--- config.mk ---
export PLATFORM = sky130hd
export DESIGN_NAME = dot_vector_sequencer_flat
export DESIGN_NICKNAME = d
export VERILOG_FILES = /design/src/rtl/dot_vector_sequencer_if.sv /design/src/rtl/dot_vector_sequencer.sv /design/src/flat_wrapper.sv
export SDC_FILE = /design/constraint.sdc
export NUM_CORES = 1
export LEC_CHECK = 0
export BUFFER_PORTS_ARGS = -buffer_cell sky130_fd_sc_hd__buf_2
export CAP_MARGIN = 20
export CORE_MARGIN = 8
export CORE_UTILIZATION = 59
export DETAILED_ROUTE_END_ITERATION = 8
export PLACE_DENSITY = 0.78
export SLEW_MARGIN = 10
export SYNTH_ARGS = -nofsm -noshare
export SYNTH_HDL_FRONTEND = slang
export SYNTH_SLANG_ARGS = --single-unit
export TNS_END_PERCENT = 5
--- constraint.sdc ---
create_clock -name clk -period 3.1 [get_ports clk]
set_clock_uncertainty 0.2 [all_clocks]
set_input_delay 0.155 -clock clk [delete_from_list [all_inputs] [get_ports clk]]
set_output_delay 0.155 -clock clk [all_outputs]
set_load 0.03 [all_outputs]
--- src/rtl/dot_vector_sequencer_if.sv ---
// Handshake/bus bundle between the dot-product sequencer and its environment:
// operand write port, run control, status and the MAC-facing stream.
interface dot_vector_sequencer_if #(
  parameter int AW = 3,
  parameter int DW = 8
);
  logic          wr_en;
  logic          wr_sel;
  logic [AW-1:0] wr_addr;
  logic [DW-1:0] wr_data;
  logic          start;
  logic [AW:0]   len;
  logic          busy;
  logic          done;
  logic          mac_clr;
  logic          mac_enable;
  logic [DW-1:0] mac_a;
  logic [DW-1:0] mac_b;
  logic [AW:0]   elem_count;

  modport master (
    output wr_en, wr_sel, wr_addr, wr_data, start, len,
    input  busy, done, mac_clr, mac_enable, mac_a, mac_b, elem_count
  );

  modport slave (
    input  wr_en, wr_sel, wr_addr, wr_data, start, len,
    output busy, done, mac_clr, mac_enable, mac_a, mac_b, elem_count
  );
endinterface

--- src/rtl/dot_vector_sequencer.sv ---
// Feeds operand pairs from two small vectors into the MAC accumulator.
// Optional `define ZERO_SKIP_EN suppresses mac_enable for zero products.
module dot_vector_sequencer #(
  parameter int DEPTH = 8,
  parameter int AW    = 3,
  parameter int DW    = 8
) (
  input  logic                   clk,
  input  logic                   rst,
  dot_vector_sequencer_if.slave  bus
);

  typedef enum logic [2:0] {IDLE, CLEAR, STREAM, DRAIN, DONE} state_t;

  logic [DW-1:0] mem_a_q [DEPTH];
  logic [DW-1:0] mem_b_q [DEPTH];

  state_t        state_q;
  logic [AW:0]   len_q;
  logic [AW:0]   idx_q;
  logic [AW:0]   elem_count_q;
  logic          busy_q;
  logic          done_q;
  logic          mac_clr_q;
  logic          mac_en_q;
  logic [DW-1:0] mac_a_q;
  logic [DW-1:0] mac_b_q;

  logic [AW:0]   len_eff_d;
  logic [DW-1:0] op_a_d;
  logic [DW-1:0] op_b_d;
  logic          issue_en_d;

  always_comb begin
    len_eff_d = (bus.len > (AW+1)'(DEPTH)) ? (AW+1)'(DEPTH) : bus.len;
    op_a_d    = mem_a_q[idx_q[AW-1:0]];
    op_b_d    = mem_b_q[idx_q[AW-1:0]];
`ifdef ZERO_SKIP_EN
    issue_en_d = (op_a_d != '0) && (op_b_d != '0);
`else
    issue_en_d = 1'b1;
`endif
  end

  // NOTE: the operand arrays carry no reset so they map onto plain RAM and
  // keep their contents across rst; writes are dropped while a run is active.
  always_ff @(posedge clk) begin
    if (bus.wr_en && !busy_q) begin
      if (bus.wr_sel) mem_b_q[bus.wr_addr] <= bus.wr_data;
      else            mem_a_q[bus.wr_addr] <= bus.wr_data;
    end
  end

  // NOTE: all state and outputs update with <= so every register samples the
  // pre-edge values; blocking assignments here would chain updates in one edge.
  always_ff @(posedge clk) begin
    if (rst) begin
      state_q      <= IDLE;
      len_q        <= '0;
      idx_q        <= '0;
      elem_count_q <= '0;
      busy_q       <= 1'b0;
      done_q       <= 1'b0;
      mac_clr_q    <= 1'b0;
      mac_en_q     <= 1'b0;
      mac_a_q      <= '0;
      mac_b_q      <= '0;
    end else begin
      mac_clr_q <= 1'b0;
      done_q    <= 1'b0;
      mac_en_q  <= 1'b0;
      case (state_q)
        IDLE: begin
          if (bus.start) begin
            len_q        <= len_eff_d;
            idx_q        <= '0;
            elem_count_q <= '0;
            busy_q       <= 1'b1;
            mac_clr_q    <= 1'b1;
            state_q      <= CLEAR;
          end
        end
        // Outputs are registered, so the pair for the next STREAM cycle is
        // launched from the cycle before it (CLEAR or the previous STREAM).
        CLEAR, STREAM: begin
          if (idx_q == len_q) begin
            state_q <= DRAIN;
          end else begin
            state_q  <= STREAM;
            mac_en_q <= issue_en_d;
            mac_a_q  <= op_a_d;
            mac_b_q  <= op_b_d;
            idx_q    <= idx_q + (AW+1)'(1);
            if (issue_en_d) elem_count_q <= elem_count_q + (AW+1)'(1);
          end
        end
        DRAIN: begin
          done_q  <= 1'b1;
          state_q <= DONE;
        end
        DONE: begin
          busy_q  <= 1'b0;
          state_q <= IDLE;
        end
        default: state_q <= IDLE;
      endcase
    end
  end

  assign bus.busy       = busy_q;
  assign bus.done       = done_q;
  assign bus.mac_clr    = mac_clr_q;
  assign bus.mac_enable = mac_en_q;
  assign bus.mac_a      = mac_a_q;
  assign bus.mac_b      = mac_b_q;
  assign bus.elem_count = elem_count_q;

endmodule

--- src/flat_wrapper.sv ---
// flat-port wrapper written by rule: the top's interface ports become plain ports
module dot_vector_sequencer_flat 
#(
  parameter int DEPTH = 8,
  parameter int AW    = 3,
  parameter int DW    = 8
)
  (clk, rst, bus_wr_en, bus_wr_sel, bus_wr_addr, bus_wr_data, bus_start, bus_len, bus_busy, bus_done, bus_mac_clr, bus_mac_enable, bus_mac_a, bus_mac_b, bus_elem_count);
  dot_vector_sequencer_if #(.AW(AW), .DW(DW)) bus_i ();
  input  logic clk;
  input  logic rst;
  input wire logic [$bits(bus_i.wr_en)-1:0] bus_wr_en;
  input wire logic [$bits(bus_i.wr_sel)-1:0] bus_wr_sel;
  input wire logic [$bits(bus_i.wr_addr)-1:0] bus_wr_addr;
  input wire logic [$bits(bus_i.wr_data)-1:0] bus_wr_data;
  input wire logic [$bits(bus_i.start)-1:0] bus_start;
  input wire logic [$bits(bus_i.len)-1:0] bus_len;
  output wire logic [$bits(bus_i.busy)-1:0] bus_busy;
  output wire logic [$bits(bus_i.done)-1:0] bus_done;
  output wire logic [$bits(bus_i.mac_clr)-1:0] bus_mac_clr;
  output wire logic [$bits(bus_i.mac_enable)-1:0] bus_mac_enable;
  output wire logic [$bits(bus_i.mac_a)-1:0] bus_mac_a;
  output wire logic [$bits(bus_i.mac_b)-1:0] bus_mac_b;
  output wire logic [$bits(bus_i.elem_count)-1:0] bus_elem_count;
  assign bus_i.wr_en = bus_wr_en;
  assign bus_i.wr_sel = bus_wr_sel;
  assign bus_i.wr_addr = bus_wr_addr;
  assign bus_i.wr_data = bus_wr_data;
  assign bus_i.start = bus_start;
  assign bus_i.len = bus_len;
  assign bus_busy = bus_i.busy;
  assign bus_done = bus_i.done;
  assign bus_mac_clr = bus_i.mac_clr;
  assign bus_mac_enable = bus_i.mac_enable;
  assign bus_mac_a = bus_i.mac_a;
  assign bus_mac_b = bus_i.mac_b;
  assign bus_elem_count = bus_i.elem_count;
  dot_vector_sequencer #(.DEPTH(DEPTH), .AW(AW), .DW(DW)) u_core (.clk(clk), .rst(rst), .bus(bus_i));
endmodule
# Yosys cells after proc, flatten, opt, wreduce, memory -nomap -nowiden
# Memory sizes are Yosys's and may differ from the RTL's. A register that Yosys moved wholly into a read port is not among the register bits.
# Cells that the tools add are included.
# word_totals
register_bits,19
ramBits,128
inputBits,20
out_inout_bits,24
wordCells,55
memories,2
# op_classes
add_sub_neg,2
n_lt_le_gt_ge,1
eq_ne,7
n_mux,20
bitwise_logic,3
n_reduce_logical,12
# mem_list
memory,words,word_bits,read_ports,rd_clocked_by_memory_dff,write_ports,line_no,text
u_core.mem_a_q,8,8,1,1,1,dot_vector_sequencer.sv:15,logic [DW-1:0] mem_a_q [DEPTH];
u_core.mem_b_q,8,8,1,1,1,dot_vector_sequencer.sv:16,logic [DW-1:0] mem_b_q [DEPTH];
# op_table
operator,n
2-to-1 mux 4 bit,4
case mux 4 bit (2 select lines),2
2-to-1 mux 1 bit,11
case mux 3 bit (3 select lines),1
"adder 4 x 1 -> 4 bit, second input constant",2
"equality test 3 x 2 -> 1 bit, second input constant",2
AND reduction 2 bit,3
OR reduction 2 bit,3
equality test 4 bit,1
"> comparator 4 bit, second input constant",1
"!= test 2 bit, second input constant",2
nonzero test 2 bit,2
"equality test 3 x 1 -> 1 bit, second input constant",1
"equality test 3 bit, second input constant",1
zero test 3 bit,1
2-to-1 mux 3 bit,1
inverter 1 bit,3
AND reduction 3 bit,1
case mux 1 bit (2 select lines),1
logical AND 1 bit,1
zero test 1 bit,1

# Longest topological paths before layout
# Gate-level depths: netlist of run 1.
# logic_depth
word_depth,4
depth_mapped,7
mapped_depth_nobuf,4

# Least setup slack after synthesis of run 1
# OpenSTA, ideal clock, no wires.
# synth_path
path_kind,register to register
from,register u_core.busy_q (netlist: u_core.bus.busy)
to,memory u_core.mem_a_q[0][0] (enable)
setup_ns,0.395
arrival_time_ns,1.793
required_ns,2.505
slack_ns,0.712
path_stages_with_launch,3
path_buffers,0
period_less_slack_ns,2.388
path_cell_list,dfxtp_1 -> or3b_2 -> nor4_1
# synth_between
elab_chain_cells,4
# synth_lines
item,line_no,text
from (decl),dot_vector_sequencer.sv:22,logic busy_q;
from (signal assigned),dot_vector_sequencer.sv:62,busy_q <= 1'b0;
from (signal assigned),dot_vector_sequencer.sv:78,busy_q <= 1'b1;
from (signal assigned),dot_vector_sequencer.sv:102,busy_q <= 1'b0;
zero test 1 bit,dot_vector_sequencer.sv:48,if (bus.wr_en && !busy_q) begin
logical AND 1 bit,dot_vector_sequencer.sv:48,
2-to-1 mux 1 bit,dot_vector_sequencer.sv:48,
2-to-1 mux 1 bit (implied by the code),dot_vector_sequencer.sv:50,else mem_a_q[bus.wr_addr] <= bus.wr_data;
to (decl),dot_vector_sequencer.sv:15,
# No other way between the ends.

# Final worst setup path of run 1
# layout_path
from,register u_core.state_q[2]
to,register u_core.len_q[0]
# layout_between
elab_chain_cells,2
# layout_lines
item,line_no,text
from (decl),dot_vector_sequencer.sv:18,state_t state_q;
from (signal assigned),dot_vector_sequencer.sv:58,state_q <= IDLE;
from (signal assigned),dot_vector_sequencer.sv:80,state_q <= CLEAR;
from (signal assigned),dot_vector_sequencer.sv:87,state_q <= DRAIN;
zero test 3 bit,dot_vector_sequencer.sv:72,case (state_q)
AND reduction 2 bit (no source line),n/a,
to (signal assigned),dot_vector_sequencer.sv:75,len_q <= len_eff_d;
to (decl),dot_vector_sequencer.sv:19,logic [AW:0] len_q;
# No other way between the ends.
# A chain may end at the register's enable or synchronous reset.

==> out/metrics.yaml, run 1 <==
timing:
  worstMarginPinSlew_ns: 0.796
  drv_slew: 0
  fin_crit_ns: 2.50
  setup-violations-final: 0
  fin_setup_tns_ns: 0
  fmax_ghz: 0.401
  period_share_pct: 80.5
  finalHoldViolCount: 0
  slew_headroom_pct: 46.7
  rsz0062_at_grt: "no"
worst_setup_path:
  cp-start-kind: "register"
  crit_type: "reg -> reg"
  regToRegStartpoint: "u_core.state_q[2]$_SDFFE_PP0P_"
  r2r_setup_slack_ns: 0.60
  reg2reg_depth: 6
  crit_required_ns: 3.37
  cp.arrival_ns: 2.77
  regToRegEndpoint: "u_core.len_q[0]$_SDFFE_PP0P_"
  cp-end-kind: "register"
  worstPathMaxFanout: 8
status:
  status: "finished clean"
yosys:
  postSynth.asyncResetShare_pct: 0
  yosys-top-cells-area: "edfxtp_1 60%, mux4_2 11%, dfxtp_1 11%"
  synth-main-ff-cell: "edfxtp_1"
  ys_top_cells_by_count: "128 x edfxtp_1, 35 x dfxtp_1, 32 x mux4_2"
  synth_warnings: 0
  syn_area_per_cell_um2: 17.5
  synth_cell_types: 39
  synth_top_area_share_pct: 60.4
  yosysMostFrequentCell: "edfxtp_1"
  synth_area_mm2: 0.00636
  synth-seq-area-share_pct: 71.5
  syn_nets: 385
  yosysTopAreaCell: "edfxtp_1"
  ys_ff_latch: 163
  synth_edf_count: 128
  synth_cells: 363
floorplan:
  dieHeight_um: 120
  initial_utilization_pct: 59.5
  dieArea_mm2: 0.0144
  rows: 38
  io_pins: 44
  core-area_mm2: 0.0107
  die_w_um: 120
route:
  wl_um: 13300
  drt_iter0_drc: 377
  routedWlPerCell_um: 22.1
  drt_first_pass_iters: 5
  drc: 0
  drtAntennaViolNets: 0
  vias: 3621
  via_per_inst: 6.02
clocking:
  cts_made_buffers: 17
  htree_levels: 4
  clk_path_buf_depth: 2
  path_clk_slew_ns: 0.07
  cts_tree: "yes"
  clk_root_buffer_cell: "clkbuf_8"
  cts.sinks: 163
  clock_latency_ns: 0.53
  cts_setup_buffers: 0
pwr:
  p_per_area_mw_per_mm2: 808
  ir_drop_mv: 0.516
  p_leak_nw: 2.51
finish:
  syn_to_final_growth_pct: 19.6
  drive_gt1_share_pct: 29.5
  design_area_mm2: 0.00761
  antenna_cells: 0
  final_nets: 470
global_routing:
  gr-total-overflow: 0
  grt_usage_pct: 19.3
  grt_max_degree: 35
  grt_pass1_vias: 3644
  grt_antenna_before_repair: 0
  grt_pass1_wl_um: 20700
worst_hold_path:
  worstHoldStart: "bus_wr_addr[0]"
  min_to: "u_core.mem_b_q[4][6]$_DFFE_PP_"
  hold_path.class: "in -> reg"
  holdPathStages: 3
place:
  place_congestion: 0.758
  io_buffers: 43
  dpl-instance-area_mm2: 0.00683
  hpwl_um: 8410
flow_run:
  drv_cap: 0
-- kinds of logic (layout without fill, tap and decap cells) --
logic type	Yosys count	after routing	share of synthesized area, %
buffers and inverters	23	121	1.77
and+or+nand+nor	66	66	5.82
adders and majority gates	2	2	0.393
xor gates and xnor gates	5	5	0.807
muxes	48	48	13.9
AOI/OAI and AO/OA	56	56	5.90
DFF	163	163	71.5
-- stage by stage --
step | setup slack (ns) | hold WS, ns | util, % | power [mW] | std cells
5_1_grt | 0.487 | 0.0567 | 71.1 | 6.37 | 601
4_1_cts | 0.625 | 0.0210 | 71.1 | 6.18 | 601
3_5_place_dp | 0.917 | 0.239 | 63.8 | 4.21 | 547
3_3_place_gp | 0.983 | 0.229 | 63.8 | 4.16 | 547
2_1_floorplan | 0.712 | 0.0256 | - | 3.80 | 363
6_report | 0.605 | 0.0587 | 71.1 | 6.14 | 601
-- layout by cell type (no fill, tap or decap), drive strengths merged, types with 5 or more instances in the layout --
master / instances
mux4: 32
buf: 66
nor3: 11
xnor2: 5
a21oi: 26
nand2: 10
mux2i: 16
clkinv: 8
nor2: 12
dfxtp: 35
dlygate4sd3: 22
clkbuf: 18
a211oi: 17
edfxtp: 128
nand3b: 5
nand3: 6
o211ai: 6
-- critical path: stages (launching register included) --
cell           delay (ns)
dfxtp_1              0.40
nor4b_2              0.30
buf_4                0.20
nand3b_1             0.09
dlygate4sd3_1        0.56
a21oi_1              0.13
dlygate4sd3_1        0.56
-- sequential cells by signal, summed over array words and instances, names as in the netlist --
register / cells
u_core.mem_a_q: 64
u_core.bus.mac_clr: 1
u_core.bus.mac_enable: 1
u_core.mem_b_q: 64
u_core.bus.mac_b: 8
u_core.bus.mac_a: 8
u_core.bus.busy: 1
u_core.state_q: 3
u_core.bus.elem_count: 4
u_core.len_q: 4
u_core.idx_q: 4
u_core.bus.done: 1
-- where the power goes --
part           leakage (nW)  switching, mW  internal [mW]  total [mW]
sequential             1.44          0.159           2.53        2.69
combinational         0.808          0.933          0.570        1.50
clock                 0.264          0.812           1.14        1.95
total                  2.51           1.90           4.24        6.14
-- routing by layer --
| layer | wire length (um) | vias up | global-route usage (%) |
|---|---|---|---|
| li1 | - | 1633 | - |
| met3 | 835 | 14 | 4.04 |
| met5 | 0 | - | 0 |
| met4 | 176 | 0 | 8.04 |
| met1 | 5580 | 1838 | 24.5 |
| met2 | 6670 | 136 | 32.0 |
-- worst max path at each step --
stage	start	endpoint	slack (ns)	cells past startpoint
final	u_core.state_q[2]$_SDFFE_PP0P_	u_core.len_q[0]$_SDFFE_PP0P_	0.60	6
after global routing	u_core.state_q[2]$_SDFFE_PP0P_	u_core.len_q[2]$_SDFFE_PP0P_	0.49	6
after CTS	u_core.state_q[2]$_SDFFE_PP0P_	u_core.len_q[2]$_SDFFE_PP0P_	0.62	6
after detailed placement	u_core.idx_q[0]$_SDFFE_PP0P_	u_core.bus.mac_b[5]$_SDFFE_PP0P_	0.92	5
after global placement	u_core.idx_q[0]$_SDFFE_PP0P_	u_core.bus.mac_b[5]$_SDFFE_PP0P_	0.98	5
after floorplan	u_core.bus.busy$_SDFFE_PP0P_	u_core.mem_a_q[0][0]$_DFFE_PP_	0.71	2
-- final cells by class --
| type | instances | area, um^2 |
|---|---|---|
| Sequential cell | 163 | 4550 |
| Inverter | 1 | 3.75 |
| Timing Repair Buffer | 88 | 621 |
| Multi-Input combinational cell | 177 | 1700 |
| Clock inverter | 14 | 140 |
| Clock buffer | 18 | 418 |
| Tap cell | 140 | 175 |
| Fill cell | 690 | 3090 |
-- repair_timing --
item	CTS	global route
gates resized for setup	0	0
hold endpoints to repair	187	0
hold buffers	22	0
Power figures use the tool's default switching activity.
==> inputs of run 2 (changes only) <==
--- a/config.mk
+++ b/config.mk
@@ -8,9 +8,9 @@
 export BUFFER_PORTS_ARGS = -buffer_cell sky130_fd_sc_hd__buf_2
 export CAP_MARGIN = 20
 export CORE_MARGIN = 8
-export CORE_UTILIZATION = 59
+export CORE_UTILIZATION = 54
 export DETAILED_ROUTE_END_ITERATION = 8
-export PLACE_DENSITY = 0.78
+export PLACE_DENSITY = 0.75
 export SLEW_MARGIN = 10
 export SYNTH_ARGS = -nofsm -noshare
 export SYNTH_HDL_FRONTEND = slang
==> constraint.sdc (replaced) <==
create_clock -name clk -period 2.15 [get_ports clk]
set_clock_uncertainty 0.2 [all_clocks]
set_input_delay 0.1075 -clock clk [delete_from_list [all_inputs] [get_ports clk]]
set_output_delay 0.1075 -clock clk [all_outputs]
set_load 0.03 [all_outputs]
==> run 2 against run 1 <==
Sequential share of layout area shrank 0.088 points. Non-clock buffer count is the same. Clock power grew 44%. Critical path depth is the same. Power grew 45%. Global-route usage shrank 1.3 points. Cell count grew 0.50%. Largest cell class unchanged. Highest routed layer unchanged.
==> out/metrics.yaml, run 2 (synthesized netlist as in run 1, its figures left out) <==
timing:
  rsz0062_at_grt: "no"
  worstMarginPinSlew_ns: 0.543  # -0.253 ns
  period_share_pct: 94.3  # +14 points
  fmax_ghz: 0.493  # +23%
  slew_headroom_pct: 63.8  # +17 points
  finalHoldViolCount: 0  # unchanged
  fin_setup_tns_ns: 0  # unchanged
  drv_slew: 0  # unchanged
  worst_slack_ns: 0.122  # -0.482 ns
  setup-violations-final: 0  # unchanged
  fin_crit_ns: 2.03  # -0.468 ns
floorplan:
  dieArea_mm2: 0.0155  # +8.0%
  initial_utilization_pct: 55.5  # -4.0 points
  io_pins: 44  # unchanged
  core-area_mm2: 0.0115  # +7.2%
  dieHeight_um: 125  # +3.9%
  rows: 39  # +2.6%
  die_w_um: 125  # +3.9%
worst_setup_path:
  cp-start-kind: "register"
  slowest_delay_ns: 0.58  # +0.02 ns
  cp.arrival_ns: 2.14  # -0.63 ns
  crit_required_ns: 2.26  # -1.11 ns
  r2r_setup_slack_ns: 0.12  # -0.48 ns
  critical-path-top-delay-family: "buffers and inverters"
  crit_buf_inv: 2  # -1
  crit_chain: "nor2_1 > nand3b_1 > buf_4 > nand2_1 > a21oi_1 > dlygate4sd3_1"
  cp-end-kind: "register"
  worstPathMaxFanout: 9  # +1
  crit_type: "reg -> reg"
  cp_slowest_cell: "dlygate4sd3_1"
clocking:
  cts_tree: "yes"
  clk_path_buf_depth: 2  # unchanged
  clk_root_buffer_cell: "clkbuf_16"
  path_clk_slew_ns: 0.07  # about the same
  clock_latency_ns: 0.43  # -0.10 ns
  cts.sinks: 163  # unchanged
  cts_made_buffers: 17  # unchanged
  htree_levels: 4  # unchanged
global_routing:
  grt_pass1_vias: 3765  # +3.3%
  grt_max_degree: 36  # +2.9%
  grt_antenna_before_repair: 0  # unchanged
  grt_pass1_wl_um: 21200  # +2.3%
  grt_usage_pct: 18.0  # -1.3 points
  gr-total-overflow: 0  # unchanged
place:
  hpwl_um: 8610  # +2.3%
  numPlacedInstances: 555  # +1.5%
  place_congestion: 0.780  # +2.9%
  io_buffers: 43  # unchanged
  dp_slack_ns: 0.213  # -0.704 ns
status:
  status: "finished clean"
finish:
  fillers: 740  # +7.2%
  final_util_pct: 66.4  # -4.7 points
  final_common_cell: "edfxtp_1"
  drive_gt1_share_pct: 31.0  # +1.5 points
  top_regs: "u_core.mem_a_q: 64 flops, u_core.mem_b_q: 64 flops"
  layout_common_cells: "128 x edfxtp_1, 43 x buf_2, 34 x dfxtp_1, 32 x mux4_2"
  antenna_cells: 0  # unchanged
  syn_to_final_growth_pct: 19.8
  final_nets: 470  # unchanged
  final_cell_count_no_fill: 604  # +0.50%
pwr:
  p_leak_nw: 2.51  # about the same
  p_per_area_mw_per_mm2: 1170  # +45%
  ir_drop_mv: 0.800  # +55%
worst_hold_path:
  hold_path.class: "in -> reg"
route:
  drc: 0  # unchanged
  vias: 3663  # +1.2%
  drtAntennaViolNets: 0  # unchanged
  wl_um: 13600  # +2.6%
  drt_iter0_drc: 419  # +11%
  via_per_inst: 6.06  # +0.66%
  drt_first_pass_iters: 5  # unchanged
  routedWlPerCell_um: 22.5  # +2.1%
flow_run:
  drv_cap: 0  # unchanged
[run 2: cell types whose count changed in the layout (fill, tap and decap cells not counted), sizes merged]
cell,change
dlygate4sd3,-5
buf,+5
clkinv,-4
clkbuf,-1
bufinv,-2
inv,+7
[run 2: area by class of cell]
| cell class | instances | area [um^2] | area share [%] |
|---|---|---|---|
| clock buffer | 17 | 425 | 5.58 |
| clock inverter | 15 | 125 | 1.64 |
| inverter | 1 | 3.75 | 0.0493 |
| multi-input combinational | 177 | 1720 | 22.6 |
| sequential | 163 | 4550 | 59.7 |
| tap | 143 | 179 | 2.35 |
| timing repair buffer | 88 | 621 | 8.15 |
[run 2: worst paths after layout]
path                                                      from  cells past startpoint                             end
worst max register to register  u_core.state_q[0]$_SDFFE_PP0P_                      6    u_core.len_q[3]$_SDFFE_PP0P_
worst min-delay path                            bus_wr_addr[1]                      3  u_core.mem_b_q[4][1]$_DFFE_PP_
worst max-delay path            u_core.state_q[0]$_SDFFE_PP0P_                      6    u_core.len_q[3]$_SDFFE_PP0P_
worst min register to register    u_core.len_q[0]$_SDFFE_PP0P_                      2    u_core.len_q[0]$_SDFFE_PP0P_
[run 2: worst min-delay path, cell delays in order]
cell and delay (ns):
buf_2 0.15, nor3_1 0.10, buf_4 0.15
[run 2: where the power goes]
group	internal, mW	switching [mW]	total (mW)
clock network	1.51	1.29	2.80
registers	3.65	0.198	3.84
logic	0.848	1.42	2.27
[run 2: stage by stage]
step	power, mW	hold slack (ns)	instance area [um^2]
finish	8.91	0.0536	7620
global route	9.25	0.0637	7620
CTS	8.95	0.0377	7610
detailed placement	6.12	0.188	6890
global placement	6.06	0.170	6890
floorplan	5.47	-0.0219	6370
[run 2: per-layer routing]
layer  track usage, %  up-vias  wire, um
met5                0        -         0
met4             8.36        0       206
met3             5.11       14      1010
met2             28.7      171      6720
met1             22.4     1845      5670
li1                 -     1633         -
[run 2: repair_timing]
action / 4_1_cts / 5_1_grt
setup endpoints to repair: 0 / 2
setup buffers: 0 / 0
resized for setup: 0 / 1
endpoints found under the hold margin: 137 / 0
hold buffers: 17 / 0
==> inputs of run 3 (changes only) <==
--- a/config.mk
+++ b/config.mk
@@ -6,11 +6,10 @@
 export NUM_CORES = 1
 export LEC_CHECK = 0
 export BUFFER_PORTS_ARGS = -buffer_cell sky130_fd_sc_hd__buf_2
-export CAP_MARGIN = 20
 export CORE_MARGIN = 8
-export CORE_UTILIZATION = 54
+export CORE_UTILIZATION = 40
 export DETAILED_ROUTE_END_ITERATION = 8
-export PLACE_DENSITY = 0.75
+export RECOVER_POWER = 100
 export SLEW_MARGIN = 10
 export SYNTH_ARGS = -nofsm -noshare
 export SYNTH_HDL_FRONTEND = slang
==> run 3 against run 2 <==
Cell count increased by 13%. Flip-flop and latch count unchanged. Critical path depth decreased by 2. Count of clock-buffer cells in the layout unchanged. Non-clock buffer count increased by 2. Power increased by 1.4%. First-iteration DRC count decreased by 46%. Sequential power about the same. Critical endpoint is now u_core.bus.mac_b[2]$_SDFFE_PP0P_.
==> out/metrics.yaml, run 3 (synthesized netlist as in run 1, its figures left out) <==
worst_setup_path:
  cp-end-kind: "register"
  crit_type: "reg -> reg"
  regToRegEndpoint: "u_core.bus.mac_b[2]$_SDFFE_PP0P_"
  crit_start: "u_core.idx_q[0]$_SDFFE_PP0P_"
  reg2reg_depth: 4  # -2
  worstPathMaxFanout: 11  # +2
  cp.arrival_ns: 2.10  # -0.04 ns
  r2r_setup_slack_ns: 0.14  # +0.02 ns
  regToRegStartpoint: "u_core.idx_q[0]$_SDFFE_PP0P_"
  crit_required_ns: 2.24  # -0.02 ns
  cp-start-kind: "register"
place:
  io_buffers: 43  # unchanged
  place_congestion: 0.775  # -0.70%
  hpwl_um: 8820  # +2.4%
  dpl-instance-area_mm2: 0.00700  # +1.6%
timing:
  fin_setup_tns_ns: 0  # unchanged
  slew_headroom_pct: 52.4  # -11 points
  worstMarginPinSlew_ns: 0.714  # +0.171 ns
  fmax_ghz: 0.497  # +0.76%
  rsz0062_at_grt: "no"
  setup-violations-final: 0  # unchanged
  drv_slew: 0  # unchanged
  finalHoldViolCount: 0  # unchanged
  period_share_pct: 93.6  # -0.71 points
  fin_crit_ns: 2.01  # -0.0152 ns
finish:
  final_nets: 472  # +0.43%
  syn_to_final_growth_pct: 20.4
  final_common_cell: "edfxtp_1"
  layout_common_cells: "128 x edfxtp_1, 35 x clkbuf_1, 34 x dfxtp_1, 32 x mux4_2, 26 x a21oi_1"
  top_regs: "u_core.mem_a_q: 64 flops, u_core.mem_b_q: 64 flops"
  design_area_mm2: 0.00766  # +0.53%
  drive_gt1_share_pct: 23.1  # -7.9 points
global_routing:
  grt_pass1_wl_um: 21300  # +0.33%
  grt_antenna_before_repair: 1  # +1
  grt_pass1_vias: 3692  # -1.9%
  gr-total-overflow: 0  # unchanged
  grt_usage_pct: 14.3  # -3.7 points
  grt_max_degree: 36  # unchanged
floorplan:
  die_w_um: 142  # +14%
  rows: 46  # +18%
  core-area_mm2: 0.0157  # +37%
  dieArea_mm2: 0.0202  # +30%
  initial_utilization_pct: 40.5  # -15 points
  io_pins: 44  # unchanged
  dieHeight_um: 142  # +14%
worst_hold_path:
  worstHoldStart: "bus_wr_addr[1]"
  min_to: "u_core.mem_b_q[4][7]$_DFFE_PP_"
  holdPathStages: 3  # unchanged
  hold_path.class: "in -> reg"
route:
  drc: 0  # unchanged
  drt_first_pass_iters: 4  # -1
  via_per_inst: 5.25  # -14%
  vias: 3567  # -2.6%
  drtAntennaViolNets: 0  # unchanged
  routedWlPerCell_um: 19.8  # -12%
  drt_iter0_drc: 227  # -46%
  wl_um: 13500  # -1.1%
clocking:
  cts_made_buffers: 17  # unchanged
  cts_tree: "yes"
  cts_setup_buffers: 0  # unchanged
  path_clk_slew_ns: 0.07  # about the same
  clk_root_buffer_cell: "clkbuf_16"
  clk_path_buf_depth: 2  # unchanged
  cts.sinks: 163  # unchanged
  htree_levels: 4  # unchanged
  clock_latency_ns: 0.42  # about the same
status:
  status: "finished clean"
pwr:
  p_per_area_mw_per_mm2: 1180  # +0.82%
  ir_drop_mv: 0.735  # -8.1%
  p_leak_nw: 2.40  # -4.6%
flow_run:
  drv_cap: 0  # unchanged
-- run 3: routing by layer --
layer  up-vias  wire [um]  global-route usage [%]
li1       1637          -                       -
met1      1826       6280                    19.1
met2        86       6310                    22.0
met3        18        645                    3.59
met4         0        226                    5.82
met5         -          0                       0
-- run 3: layout make-up --
cell class / count / area (um^2)
diodes: 1 / 2.50
clock buffers: 17 / 425
clock inverters: 15 / 154
fillers: 1330 / 8060
inverters: 1 / 3.75
multi-input cells: 177 / 1690
flip-flops and latches: 163 / 4550
well taps: 216 / 270
repair buffers: 90 / 564
-- run 3: report_power, final --
group | internal, mW | switching [mW]
Clock | 1.72 | 1.24
Combinational | 0.840 | 1.36
Sequential | 3.65 | 0.224
-- run 3: repair_timing --
action | CTS | global route
hold buffers | 19 | 0
endpoints found under the hold margin | 144 | 0
setup endpoints to repair | 2 | 0
gates resized for setup | 1 | 0
-- run 3: critical path: stages, from the launching register on --
cell and delay [ns]:
dfxtp_4 0.47, buf_4 0.25, mux4_2 0.53, mux2i_1 0.30, a211oi_1 0.12
-- run 3: worst max-delay path by stage --
stage,to,slack (ns),cells past startpoint
2_1_floorplan,u_core.mem_a_q[1][0]$_DFFE_PP_,-0.05,2
3_3_place_gp,u_core.bus.mac_b[3]$_SDFFE_PP0P_,-0.0009,4
3_5_place_dp,u_core.bus.mac_b[2]$_SDFFE_PP0P_,0.003,4
4_1_cts,u_core.bus.mac_b[3]$_SDFFE_PP0P_,0.11,4
5_1_grt,u_core.bus.mac_b[3]$_SDFFE_PP0P_,0.02,4
6_report,u_core.bus.mac_b[2]$_SDFFE_PP0P_,0.14,4
-- run 3: metrics by stage --
stage               setup slack, ns  util, %  hold WS (ns)  cells  power [mW]
finish                        0.138     48.7         0.138    680        9.03
global route                 0.0183     48.7         0.146    680        9.46
CTS                           0.113     49.5        0.0511    679        9.21
detailed placement          0.00279     44.5         0.185    628        6.22
global placement          -0.000900     44.5         0.170    628        6.20
floorplan                   -0.0547        -       -0.0219    363        5.47
